File: config.mk
export PLATFORM = sky130hd
export DESIGN_NAME = shift_rows_stream
export DESIGN_NICKNAME = d
export VERILOG_FILES = /design/src/rtl/aes_stream_pkg.sv /design/src/rtl/shift_rows_bank.sv /design/src/rtl/shift_rows_stream.sv
export SDC_FILE = /design/constraint.sdc
export NUM_CORES = 1
export LEC_CHECK = 0
export ABC_AREA = 1
export CAP_MARGIN = 20
export CORE_AREA = 10 10 158 160
export DETAILED_ROUTE_END_ITERATION = 8
export DIE_AREA = 0 0 168 170
export PLACE_DENSITY = 0.73
export SLEW_MARGIN = 20
export SYNTH_ARGS = -nofsm -noshare
export SYNTH_HDL_FRONTEND = slang
export SYNTH_SLANG_ARGS = --single-unit
File: constraint.sdc
create_clock -name clock -period 3.4 [get_ports clock]
set_input_delay 0.68 -clock clock [delete_from_list [all_inputs] [get_ports clock]]
set_output_delay 0.68 -clock clock [all_outputs]
set_load 0.03 [all_outputs]
File: src/rtl/aes_stream_pkg.sv
`default_nettype none
// ============================================================================
// Module      : aes_stream_pkg
// Description : Shared types and helpers for the byte-stream AES datapath.
//               Holds the ping-pong bank state encoding and the Rijndael
//               ShiftRows / InvShiftRows addressing functions.
// Revision    : 1.0 - initial release
// ============================================================================
package aes_stream_pkg;

    // Lifecycle of one ping-pong bank
    typedef enum logic [1:0] {
        BANK_EMPTY    = 2'd0,
        BANK_FILLING  = 2'd1,
        BANK_FULL     = 2'd2,
        BANK_DRAINING = 2'd3
    } bank_state_t;

    // Column arithmetic width: enough for (NB-1) + NB with NB up to 8,
    // so the inverse path can add NB before the modulo without wrapping.
    localparam int unsigned c_col_w = $clog2(8) + 1;

    // Row rotation amount; the 8-column Rijndael variant skips offset 2.
    function automatic int unsigned row_offset(input int unsigned nb,
                                               input int unsigned r);
        if (nb == 8 && r >= 2) begin
            return r + 1;
        end else begin
            return r;
        end
    endfunction

    // Column-major index of the element that lands at output position j.
    function automatic int unsigned src_index(input int unsigned nb,
                                              input int unsigned j,
                                              input logic        inv);
        int unsigned          r;
        logic [c_col_w-1:0]   col;
        logic [c_col_w-1:0]   off;
        logic [c_col_w-1:0]   sum;
        logic [c_col_w-1:0]   src_col;
        r   = j % 4;
        col = c_col_w'(j / 4);
        off = c_col_w'(row_offset(nb, r));
        if (inv) begin
            sum = col - off + c_col_w'(nb);
        end else begin
            sum = col + off;
        end
        src_col = sum % c_col_w'(nb);
        return r + 4 * 32'(src_col);
    endfunction

endpackage
`default_nettype wire

File: src/rtl/shift_rows_bank.sv
`default_nettype none
// ============================================================================
// Module      : shift_rows_bank
// Description : One half of the ShiftRows ping-pong buffer. An L-entry
//               register array written sequentially, read combinationally at
//               a permuted address, with its own state, mode bit and index
//               counter. The counter is the write index while filling and
//               the output index while draining.
// Ports       : clock, resetn      - clock, synchronous active-low reset
//               i_wr_en/data/inv   - element write (inv latched on element 0)
//               i_rd_en, i_rd_addr - output register load, read address
//               o_rd_data          - combinational read data
//               o_inv, o_count     - block mode and current element index
//               o_writable         - EMPTY or FILLING
//               o_readable         - FULL or DRAINING
// Revision    : 1.0 - initial release
// ============================================================================
module shift_rows_bank
    import aes_stream_pkg::*;
#(
    parameter int DATA_W = 8,
    parameter int L      = 16,
    parameter int AW     = $clog2(L)
) (
    input  logic              clock,
    input  logic              resetn,
    input  logic              i_wr_en,
    input  logic [DATA_W-1:0] i_wr_data,
    input  logic              i_wr_inv,
    input  logic              i_rd_en,
    input  logic [AW-1:0]     i_rd_addr,
    output logic [DATA_W-1:0] o_rd_data,
    output logic              o_inv,
    output logic [AW-1:0]     o_count,
    output logic              o_writable,
    output logic              o_readable
);

    localparam logic [AW-1:0] c_last = AW'(L - 1);

    bank_state_t       r_state;
    bank_state_t       w_next_state;
    logic [DATA_W-1:0] r_mem [L];
    logic              r_inv;
    logic [AW-1:0]     r_count;
    logic              w_at_last;
    logic              w_step;

    assign w_at_last = (r_count == c_last);
    assign w_step    = (i_wr_en && o_writable) || (i_rd_en && o_readable);

    // State register
    always_ff @(posedge clock) begin
        if (!resetn) begin
            r_state <= BANK_EMPTY;
        end else begin
            r_state <= w_next_state;
        end
    end

    // Next-state logic
    always_comb begin
        w_next_state = r_state;
        case (r_state)
            BANK_EMPTY:    if (i_wr_en)              w_next_state = BANK_FILLING;
            BANK_FILLING:  if (i_wr_en && w_at_last) w_next_state = BANK_FULL;
            BANK_FULL:     if (i_rd_en)              w_next_state = BANK_DRAINING;
            BANK_DRAINING: if (i_rd_en && w_at_last) w_next_state = BANK_EMPTY;
            default:                                 w_next_state = BANK_EMPTY;
        endcase
    end

    // State-decoded outputs
    always_comb begin
        o_writable = (r_state == BANK_EMPTY) || (r_state == BANK_FILLING);
        o_readable = (r_state == BANK_FULL)  || (r_state == BANK_DRAINING);
    end

    // Shared index counter; L need not be a power of two, so wrap explicitly.
    always_ff @(posedge clock) begin
        if (!resetn) begin
            r_count <= '0;
            r_inv   <= 1'b0;
        end else begin
            if (w_step) begin
                r_count <= w_at_last ? '0 : r_count + 1'b1;
            end
            if (i_wr_en && (r_state == BANK_EMPTY)) begin
                r_inv <= i_wr_inv;
            end
        end
    end

    always_ff @(posedge clock) begin
        if (i_wr_en && o_writable) begin
            r_mem[r_count] <= i_wr_data;
        end
    end

    assign o_rd_data = r_mem[i_rd_addr];
    assign o_inv     = r_inv;
    assign o_count   = r_count;

endmodule
`default_nettype wire

File: src/rtl/shift_rows_stream.sv
`default_nettype none
// ============================================================================
// Module      : shift_rows_stream
// Description : Streaming Rijndael ShiftRows / InvShiftRows. Elements arrive
//               column-major, one per cycle, into a two-bank ping-pong buffer
//               and leave permuted through a single output register with
//               valid/ready backpressure. Direction is chosen per block.
// Ports       : clock, resetn                 - clock, sync active-low reset
//               in_data/in_valid/in_ready     - input element stream
//               in_inv                        - direction, sampled on elem 0
//               out_data/out_valid/out_ready  - permuted output stream
//               out_last                      - last element of a block
// Revision    : 1.0 - initial release
// ============================================================================
module shift_rows_stream
    import aes_stream_pkg::*;
#(
    parameter int DATA_W = 8,
    parameter int NB     = 4
) (
    input  logic              clock,
    input  logic              resetn,
    input  logic [DATA_W-1:0] in_data,
    input  logic              in_valid,
    output logic              in_ready,
    input  logic              in_inv,
    output logic [DATA_W-1:0] out_data,
    output logic              out_valid,
    input  logic              out_ready,
    output logic              out_last
);

    localparam int            L      = 4 * NB;
    localparam int            AW     = $clog2(L);
    localparam logic [AW-1:0] c_last = AW'(L - 1);

    logic              r_wr_ptr;
    logic              r_rd_ptr;
    logic [DATA_W-1:0] r_out_data;
    logic              r_out_valid;
    logic              r_out_last;

    logic              w_writable [2];
    logic              w_readable [2];
    logic              w_inv      [2];
    logic [AW-1:0]     w_count    [2];
    logic [DATA_W-1:0] w_rd_data  [2];
    logic              w_wr_en    [2];
    logic              w_rd_en    [2];

    logic              w_in_xfer;
    logic              w_load;
    logic              w_rd_last;
    logic [AW-1:0]     w_rd_count;
    logic [AW-1:0]     w_rd_addr;
    int unsigned       w_src;

    for (genvar b = 0; b < 2; b++) begin : g_bank
        assign w_wr_en[b] = w_in_xfer && (r_wr_ptr == 1'(b));
        assign w_rd_en[b] = w_load    && (r_rd_ptr == 1'(b));

        shift_rows_bank #(
            .DATA_W (DATA_W),
            .L      (L),
            .AW     (AW)
        ) u_bank (
            .clock      (clock),
            .resetn     (resetn),
            .i_wr_en    (w_wr_en[b]),
            .i_wr_data  (in_data),
            .i_wr_inv   (in_inv),
            .i_rd_en    (w_rd_en[b]),
            .i_rd_addr  (w_rd_addr),
            .o_rd_data  (w_rd_data[b]),
            .o_inv      (w_inv[b]),
            .o_count    (w_count[b]),
            .o_writable (w_writable[b]),
            .o_readable (w_readable[b])
        );
    end

    assign in_ready   = resetn && w_writable[r_wr_ptr];
    assign w_in_xfer  = in_valid && in_ready;

    // The read bank's counter is the output position; translate it into the
    // stored position using the mode latched with that block's element 0.
    assign w_rd_count = w_count[r_rd_ptr];
    assign w_rd_last  = (w_rd_count == c_last);

    always_comb begin
        w_src = src_index(NB, 32'(w_rd_count), w_inv[r_rd_ptr]);
    end

    assign w_rd_addr  = AW'(w_src);

    // Refill the output register whenever it is empty or being consumed.
    assign w_load     = w_readable[r_rd_ptr] && (!r_out_valid || out_ready);

    always_ff @(posedge clock) begin
        if (!resetn) begin
            r_wr_ptr <= 1'b0;
            r_rd_ptr <= 1'b0;
        end else begin
            if (w_in_xfer && (w_count[r_wr_ptr] == c_last)) begin
                r_wr_ptr <= ~r_wr_ptr;
            end
            if (w_load && w_rd_last) begin
                r_rd_ptr <= ~r_rd_ptr;
            end
        end
    end

    always_ff @(posedge clock) begin
        if (!resetn) begin
            r_out_data  <= '0;
            r_out_valid <= 1'b0;
            r_out_last  <= 1'b0;
        end else if (w_load) begin
            r_out_data  <= w_rd_data[r_rd_ptr];
            r_out_valid <= 1'b1;
            r_out_last  <= w_rd_last;
        end else if (out_ready) begin
            r_out_valid <= 1'b0;
        end
    end

    assign out_data  = r_out_data;
    assign out_valid = r_out_valid;
    assign out_last  = r_out_last;

endmodule
`default_nettype wire

==> results.py <==
metrics = {
    "setup_path": {
        "crit_chain": "buf_4 -> nand2_2 -> nand2_4 -> buf_4 -> ha_1 -> o21ai_2 -> xor2_2 -> inv_2 -> nand2_1 -> nand3_1 -> nand2_1 -> inv_1",
        "end_kind": "flip-flop",
        "path_class": "flip-flop to flip-flop",
        "arrival_ns": 3.29,
        "crit_buf_inv": 4,
        "start_kind": "flip-flop",
        "max_stage_delay_ns": 0.55,
        "worstPathRequired_ns": 3.84,
        "cpMaxStageDelayCell": "buf_4",
        "cp_max_fo": 64,
        "cp_top_family": "buffers and inverters",
    },
    "cts": {
        "h-tree-depth": 1,
        "cts-hold-fix-buffers": 0,
        "ctsResizeCount": 0,
        "clk_latency_ns": 0.55,
        "cts_sinks": 282,
        "cts_root_buf": "clkbuf_16",
        "cts.reportedPaths.clkPinSlew_ns": 0.06,
        "cts_tree": "yes",
        "cts_made_buffers": 28,
        "cts_setup_buffers": 0,
        "cts.path.max_buffers": 3,
    },
    "timing": {
        "min_period_ns": 2.846,
        "whs_ns": 0.4723,
        "tns_ns": 0,
        "setup-violations-final": 0,
        "worstMarginPinSlew_ns": 0.7764,
        "final.setup_skew_ns": 0.01033,
        "rsz0062_at_grt": "false",
        "hold_viol_final": 0,
        "drv_slew": 0,
        "slew-limit-headroom_pct": 48.24,
        "max_freq_ghz": 0.3513,
        "finalCritPeriodShare_pct": 83.71,
    },
    "yosys": {
        "synth.cell_area_mm2": 0.01292,
        "synth.avg_cell_area_um2": 9.752,
        "async_flop_share_pct": 0,
        "synthCells": 1325,
        "synthTopCellsByCount": "288 x nand3_1, 278 x nand2_1, 272 x inv_1",
        "synth_top_family_by_area": "simple AND/OR/NAND/NOR gates",
        "yosysUniqueCellTypes": 29,
        "synthAdderAreaFrac_pct": 1.743,
        "synth_compound_area_share_pct": 1.646,
        "synth_mux_area_share_pct": 0,
        "yosysTopAreaCellShare_pct": 59.49,
        "synth-edff-count": 256,
        "yosys.cell_count.top_type": "nand3_1",
        "yosys.area.top_type": "edfxtp_1",
        "syn_nets": 1356,
        "ys_warn_count": 0,
        "synthFlopType": "edfxtp_1",
        "synth-seq-cells": 282,
        "synth-simple-area-share_pct": 22.73,
        "synth_xor_area_share_pct": 0.1937,
        "ys_seq_area_share_pct": 63.52,
        "synthTopCellsByArea": "edfxtp_1 59%, nand3_1 11%, nand2_1 8.1%",
    },
    "hold_path": {
        "hold_path.class": "flip-flop to flip-flop",
    },
    "global_routing": {
        "antenna_found_initial": 0,
        "grt_overflow": 0,
        "grt_max_degree": 65,
        "grt_usage_pct": 21.90,
        "grt_pass1_vias": 8915,
        "grt_pass1_wl_mm": 49.71,
    },
    "die": {
        "ios": 24,
        "fp.dieArea_mm2": 0.02856,
        "core_mm2": 0.02169,
        "num_rows": 54,
        "initial_core_util_pct": 59.58,
        "die_w_um": 168,
        "die_y_um": 170,
    },
    "route": {
        "drc": 0,
        "vias_per_cell": 5.491,
        "routedWlPerCell_um": 19.00,
        "num_vias": 9181,
        "dr.pass1.iters": 5,
        "wirelength_mm": 31.77,
        "ant_nets": 0,
        "drt_first_iter_violations": 975,
    },
    "pwr": {
        "p_leak_nw": 6.282,
        "sequentialPowerShare_pct": 39.0,
        "p_sw_w": 0.003467,
        "comb_power_share_pct": 29.8,
        "p_per_area_mw_per_mm2": 695.6,
        "clkPwrFrac_pct": 31.2,
        "p_sw_share_pct": 34.10,
        "power.total_w": 0.01017,
        "ir_drop_uv": 494.7,
        "p_int_w": 0.006701,
    },
    "job": {
        "maxCapViolCount": 0,
    },
    "final_layout": {
        "antenna_cells": 0,
        "nets": 1401,
        "finalInstanceArea_mm2": 0.01462,
        "final_util_pct": 67.40,
        "fill_cells": 1650,
        "area_growth_pct": 13.13,
        "drive_above_1_share_pct": 8.333,
    },
    "placed_design": {
        "gp_congestion": 0.9478,
        "hpwl_mm": 19.18,
        "place_area_mm2": 0.01365,
        "portBuffers": 23,
    },
    "status": {
        "outcome": "finished clean",
    },
}
## metal layers
layer  track usage, %  vias to the layer above  wire (um)
met4            7.229                        0        906
met5                0                        -          0
met2            35.74                      406      15280
li1                 -                     4399          -
met1            29.25                     4306      13060
met3            3.709                       70       2520
## per-stage QoR
step	setup WS, ns	instances
5_1_grt	0.3860	1672
3_5_place_dp	0.2615	1620
6_report	0.5537	1672
4_1_cts	0.6009	1672
3_3_place_gp	0.3770	1620
2_1_floorplan	0.3824	1325
## cell usage in the layout (no fill, tap or decap), types with 7 or more instances in the layout
cell / Yosys / final
nor2_1: 43 / 43
buf_4: 1 / 50
nand3b_1: 25 / 25
clkdlybuf4s50_1: 0 / 22
o21ai_0: 13 / 13
edfxtp_1: 256 / 256
ha_1: 18 / 18
clkbuf_16: 0 / 29
clkinv_2: 0 / 7
a21oi_1: 16 / 16
nand2_1: 278 / 275
inv_1: 272 / 272
dfxtp_1: 26 / 26
nand3_1: 288 / 288
## logic make-up after synthesis
kind of cell    count (synthesis)
simple gates                  651
buf+inv                       333
flops                         282
compound gates                 39
fa+ha+maj                      18
xor+xnor                        2
## worst register-to-register path: stages (launching register included)
cell and delay (ns):
dfxtp_1 0.48, buf_4 0.26, nand2_2 0.09, nand2_4 0.09
buf_4 0.55, ha_1 0.30, o21ai_2 0.08, xor2_2 0.43
inv_2 0.17, nand2_1 0.12, nand3_1 0.08, nand2_1 0.06
inv_1 0.04
## registers in the layout (all words and copies together) (netlist names)
register / flops
out_data: 8
g_bank.u_bank.o_inv: 2
r_rd_ptr: 1
g_bank.u_bank.o_count: 8
out_valid: 1
out_last: 1
g_bank.u_bank.r_state: 4
r_wr_ptr: 1
g_bank.u_bank.r_mem: 256
## final timing paths
check             startpoint          end  slack [ns]  cells past startpoint
setup reg to reg    r_rd_ptr  out_data[6]        0.55                     12
setup / recovery    r_rd_ptr  out_data[6]        0.55                     12
hold / removal      out_last     out_last        0.47                      2
hold reg to reg     out_last     out_last        0.47                      2
## power by group through the flow
stage	logic [W]	clock network [W]	registers, W
after floorplan	0.00194	0	0.00410
after global placement	0.00295	0	0.00403
after detailed placement	0.00299	0	0.00403
after CTS	0.00301	0.00321	0.00396
after global routing	0.00332	0.00336	0.00397
final	0.00303	0.00318	0.00396
## final cells by class
class	instances	area (um^2)	area share [%]
Multi-Input combinational cell	710	3431	23.47
Sequential cell	282	8208	56.15
Tap cell	280	350.3	2.397
Clock inverter	12	137.6	0.9415
Clock buffer	40	827.0	5.658
Inverter	274	1028	7.036
Timing Repair Buffer	74	635.6	4.348
Note: power is estimated with default switching activity, not from simulation.
